File: src/rtl/ssp_rx_logic.sv
// ssp_rx_logic: TI-style synchronous serial receive front end; deserialises MSB-first frames into RxFIFO.
// Optional macro SSP_RX_SYNC_EN inserts a 2-flop synchroniser ahead of the input capture stage.
module ssp_rx_logic #(
    parameter int DATA_WIDTH = 8,
    parameter int CNT_W      = 4
) (
    input  logic                  PCLK,
    input  logic                  CLEAR_B,
    input  logic                  SSPCLKIN,
    input  logic                  SSPFSSIN,
    input  logic                  SSPRXD,
    input  logic                  VALID,
    input  logic                  RXOVR_CLR,
    output logic [DATA_WIDTH-1:0] RxDATA,
    output logic                  RECV,
    output logic                  RXOVR,
    output logic                  RXBUSY
);

    typedef enum logic {IDLE = 1'b0, SHIFT = 1'b1} state_e;

    state_e                state_q, state_d;
    logic [2:0]            pins;  // {clk, fss, rxd} as seen by the capture stage
    logic                  clk_q, fss_q, rxd_q, clk_prev_q;
    logic [CNT_W-1:0]      cnt_q, cnt_d;
    logic [DATA_WIDTH-1:0] shift_q, shift_d, data_q, data_d;
    logic                  recv_q, recv_d, ovr_q, ovr_d;
    logic                  sample, last_bit;
    logic                  shift_en, complete, cnt_clr, push, drop;

`ifdef SSP_RX_SYNC_EN
    logic [2:0] sync1_q, sync2_q;

    always_ff @(posedge PCLK or negedge CLEAR_B) begin
        if (!CLEAR_B) begin
            sync1_q <= '0;
            sync2_q <= '0;
        end else begin
            sync1_q <= {SSPCLKIN, SSPFSSIN, SSPRXD};
            sync2_q <= sync1_q;
        end
    end

    assign pins = sync2_q;
`else
    assign pins = {SSPCLKIN, SSPFSSIN, SSPRXD};
`endif

    // NOTE: flops use non-blocking assignments and an async active-low clear so every
    // register updates from pre-edge values and drops to zero without waiting for PCLK.
    always_ff @(posedge PCLK or negedge CLEAR_B) begin
        if (!CLEAR_B) begin
            clk_q      <= 1'b0;
            fss_q      <= 1'b0;
            rxd_q      <= 1'b0;
            clk_prev_q <= 1'b0;
        end else begin
            clk_q      <= pins[2];
            fss_q      <= pins[1];
            rxd_q      <= pins[0];
            clk_prev_q <= clk_q;
        end
    end

    assign sample   = clk_prev_q & ~clk_q;
    assign last_bit = (cnt_q == CNT_W'(DATA_WIDTH - 1));

    // State register
    always_ff @(posedge PCLK or negedge CLEAR_B) begin
        if (!CLEAR_B) state_q <= IDLE;
        else          state_q <= state_d;
    end

    // NOTE: every always_comb output gets a default first, so no path can infer a latch.
    always_comb begin
        state_d = state_q;
        case (state_q)
            IDLE:  if (sample && fss_q)                state_d = SHIFT;
            SHIFT: if (sample && !fss_q && last_bit)   state_d = IDLE;
            default:                                   state_d = IDLE;
        endcase
    end

    // An FSS sample on the final bit completes the byte and opens the next frame at once.
    always_comb begin
        shift_en = 1'b0;
        complete = 1'b0;
        cnt_clr  = 1'b0;
        if (sample) begin
            if (state_q == SHIFT && (!fss_q || last_bit)) begin
                shift_en = 1'b1;
                complete = last_bit;
            end
            cnt_clr = fss_q || (shift_en && last_bit);
        end
        push = complete && VALID;
        drop = complete && !VALID;
    end

    always_comb begin
        shift_d = shift_en ? {shift_q[DATA_WIDTH-2:0], rxd_q} : shift_q;
        cnt_d   = cnt_q;
        if (cnt_clr)       cnt_d = '0;
        else if (shift_en) cnt_d = cnt_q + CNT_W'(1);
        data_d  = push ? shift_d : data_q;
        recv_d  = push;
        ovr_d   = drop ? 1'b1 : (RXOVR_CLR ? 1'b0 : ovr_q);
    end

    always_ff @(posedge PCLK or negedge CLEAR_B) begin
        if (!CLEAR_B) begin
            cnt_q   <= '0;
            shift_q <= '0;
            data_q  <= '0;
            recv_q  <= 1'b0;
            ovr_q   <= 1'b0;
        end else begin
            cnt_q   <= cnt_d;
            shift_q <= shift_d;
            data_q  <= data_d;
            recv_q  <= recv_d;
            ovr_q   <= ovr_d;
        end
    end

    assign RxDATA = data_q;
    assign RECV   = recv_q;
    assign RXOVR  = ovr_q;
    assign RXBUSY = (state_q == SHIFT);

endmodule

File: config.mk
export PLATFORM = sky130hd
export DESIGN_NAME = ssp_rx_logic
export DESIGN_NICKNAME = d
export VERILOG_FILES = /design/src/rtl/ssp_rx_logic.sv
export SDC_FILE = /design/constraint.sdc
export NUM_CORES = 1
export LEC_CHECK = 0
export CAP_MARGIN = 20
export CORE_MARGIN = 2
export CORE_UTILIZATION = 40
export CTS_CLUSTER_SIZE = 25
export DETAILED_ROUTE_END_ITERATION = 10
export GPL_TIMING_DRIVEN = 0
export PLACE_DENSITY = 0.65
export SYNTH_ARGS = -nofsm -noshare
export SYNTH_HDL_FRONTEND = slang
export SYNTH_SLANG_ARGS = --single-unit
File: constraint.sdc
create_clock -name PCLK -period 1.4 [get_ports PCLK]
set_input_delay 0.35 -clock PCLK [delete_from_list [all_inputs] [get_ports PCLK]]
set_output_delay 0.35 -clock PCLK [all_outputs]
set_load 0.02 [all_outputs]
==> results.json <==
{
  "die_y_um": 55.99,
  "htreeDepth": 1,
  "wl_per_cell_um": 14.72,
  "arrival_ns": 1.73,
  "finalSetupTns_ns": -1.344,
  "syn2layout_area_growth_pct": 36.92,
  "rr_startpoint": "clk_q",
  "io_buffer_count": 17,
  "setup_ws_ns": -0.1009,
  "grt_max_degree": 21,
  "violations": "negative setup slack",
  "track_usage_pct": 14.10,
  "ys_seq_area_share_pct": 60.19,
  "dr_total_vias": 707,
  "cts.sinks": 26,
  "coreArea_mm2": 0.002522,
  "finalHoldViolCount": 0,
  "first_pass_iters": 4,
  "cts.reportedPaths.clkPinSlew_ns": 0.14,
  "tritoncts": "done",
  "ctsHoldBuffers": 0,
  "critPathKind": "flip-flop to flip-flop",
  "rows": 18,
  "maxCapViolCount": 0,
  "drive_gt1_share_pct": 48.08,
  "grt_pass1_vias": 736,
  "reg2reg_depth": 4,
  "ys_types": 26,
  "num-fill-cells": 212,
  "grt_first_pass_wirelength_mm": 3.470,
  "max_freq_mhz": 666.3,
  "power_leakage_nw": 0.7175,
  "synthCells": 71,
  "worstSkewPairLatency_ns": 0.33,
  "drt-total-wl_mm": 1.973,
  "synth.avg_cell_area_um2": 15.23,
  "crit_path_end": "RxDATA[2]",
  "fin_crit_sh_pct": 107.2,
  "tightest_slew_ns": 0.4286,
  "critPathLaunchType": "flip-flop",
  "antenna_left": 0,
  "final_nets": 113,
  "synth_top_family_by_area": "multiplexers",
  "reg2reg_to": "RxDATA[2]",
  "antenna_found_initial": 0,
  "synth_compound_area_share_pct": 6.481,
  "synth_top_cell_by_area": "dfrtp_1",
  "place_congestion": 0.7671,
  "end_kind": "flip-flop",
  "numPlacedInstances": 119,
  "synthTopCellsByArea": "dfrtp_1, mux2_4, mux2_2, buf_12, a21oi_4",
  "fin_cells": 134,
  "root_buffer": "clkbuf_4",
  "crit_path_start": "clk_q",
  "power_density_mw_per_mm2": 1231,
  "hpwl_mm": 1.219,
  "cp_max_fo": 5,
  "syn_nets": 79,
  "regToRegSetupSlack_ns": -0.10,
  "n_antenna_cell": 0,
  "synthXorXnorAreaFrac_pct": 0,
  "vdd.ir_drop.worst_mv": 0.7831,
  "slowest_stage": "dfrtp_1",
  "drt-initial-drc-count": 6,
  "synth_top_area_share_pct": 60.19,
  "rsz0062_at_grt": "true",
  "clockBufferDepth": 2,
  "ys_seq_elements": 26,
  "drc": 0,
  "final-setup-viol-count": 16,
  "die_w_um": 55.99,
  "crit_chain": "and4bb_4, and3_4, buf_12, mux2_4",
  "outcome": "finished, violations left",
  "grt_overflow_total": 0,
  "synthMuxAreaShare_pct": 18.40,
  "num_io_pins": 18,
  "required_ns": 1.63,
  "start_util_pct": 42.86,
  "netlist_area_mm2": 0.001081,
  "slew_headroom_pct": 71.34,
  "slowest_delay_ns": 0.41,
  "finalMaxSlewViolations": 0,
  "clock_skew_ns": 0.005194,
  "synth_fa_ha_area_share_pct": 1.157,
  "yosysWarnings": 0,
  "period_minus_slack_ns": 1.501,
  "synth_simple_gate_area_share_pct": 11.57,
  "die-area_mm2": 0.003134,
  "hp-class": "input pin to asynchronous set/reset pin",
  "cts_made_buffers": 3,
  "avgViaCountPerCell": 5.276
}
stage by stage:
step	hold WS (ns)	instance area [um2]	util, %	power, W	worst slack (ns)
2_1_floorplan	0.05441	1114	-	0.001147	-0.07100
3_3_place_gp	0.4123	1321	52.38	0.001217	-0.4509
3_5_place_dp	0.4273	1349	53.47	0.001241	-0.1801
4_1_cts	0.3247	1503	59.57	0.001810	-0.1210
5_1_grt	0.3163	1480	58.68	0.001912	-0.1359
6_report	0.3013	1480	58.68	0.001821	-0.1009
metal layers:
metal / GRT usage, % / wire length, um / vias up / part of all wire [%]
met5: 0 / 0 / - / 0
met4: 7.143 / 43 / 0 / 2.2
met3: 2.326 / 68 / 5 / 3.4
met2: 21.01 / 905 / 19 / 46
met1: 19.85 / 954 / 360 / 48
li1: - / - / 323 / -
cell type report:
type / instances / area [um2] / share of cell area [%]
well taps: 30 / 37.54 / 2.536
repair buffers: 29 / 267.8 / 18.09
flip-flops and latches: 26 / 653.1 / 44.13
clock buffers: 3 / 22.52 / 1.522
plain buffers: 1 / 20.02 / 1.352
clock inverters: 1 / 30.03 / 2.029
inverters: 1 / 3.754 / 0.2536
multi-input cells: 43 / 445.4 / 30.09
synthesized netlist by cell type, drive strengths merged:
master,number
dfrtp,26
mux2,15
a21oi,3
nand2,3
o21ai,3
and2,2
and4bb,2
nand2b,2
a21o,1
a22o,1
a31oi,1
and3,1
buf,1
ha,1
inv,1
nand3b,1
nand4,1
nand4b,1
nor2,1
nor2b,1
nor4b,1
o22ai,1
or4,1
cell families after synthesis:
group / Yosys count
AOI/OAI and AO/OA: 10
adders and majority gates: 1
buffers and inverters: 2
DFF: 26
muxes: 15
and+or+nand+nor: 17
what timing repair did:
action                                  in CTS  in global routing
gates cloned                                 1                  0
pin swaps                                    3                  4
endpoints found under the setup margin      27                 26
gates resized for setup                     25                 10
setup buffers                                8                  2
worst min path at each step:
stage          startpoint         end  slack [ns]
2_1_floorplan     CLEAR_B        RECV        0.05
3_3_place_gp        clk_q  clk_prev_q        0.41
3_5_place_dp        clk_q  clk_prev_q        0.43
4_1_cts           CLEAR_B    cnt_q[3]        0.32
5_1_grt           CLEAR_B    cnt_q[3]        0.32
6_report          CLEAR_B    cnt_q[3]        0.30
worst max-delay path: cells and delay by family (launching register included):
family	cells	cell delay (ns)
and+or+nand+nor	2	0.56
buffers and inverters	1	0.13
muxes	1	0.29
DFF	1	0.41
sequential cells by signal (all words and copies together) (netlist names):
name,count
RxDATA,8
shift_q,7
cnt_q,4
RECV,1
RXBUSY,1
RXOVR,1
clk_prev_q,1
clk_q,1
fss_q,1
rxd_q,1
placed cells by master (no fill, tap or decap), drive strengths merged:
master         synthesis  layout
o21ai                  3       3
nand3b                 1       1
and4bb                 2       2
o22ai                  1       1
a22o                   1       1
bufinv                 0       1
nor4b                  1       1
clkdlybuf4s50          0       6
nor2b                  1       1
or4                    1       1
nor2                   1       1
nand2                  3       3
ha                     1       1
clkbuf                 0      11
clkdlybuf4s15          0       2
buf                    1      14
a31oi                  1       1
dfrtp                 26      26
and2                   2       2
nand4b                 1       1
a21o                   1       1
and3                   1       1
nand4                  1       1
inv                    1       1
a21oi                  3       3
mux2                  15      15
nand2b                 2       2
where the power goes:
part	switching (W)	internal [W]	total, W	leakage, nW
combinational	0.000106	0.000233	0.000338	0.354
sequential	0.0000934	0.000868	0.000961	0.336
clock	0.000232	0.000290	0.000522	0.0279
(Power assumes the default switching activity.)
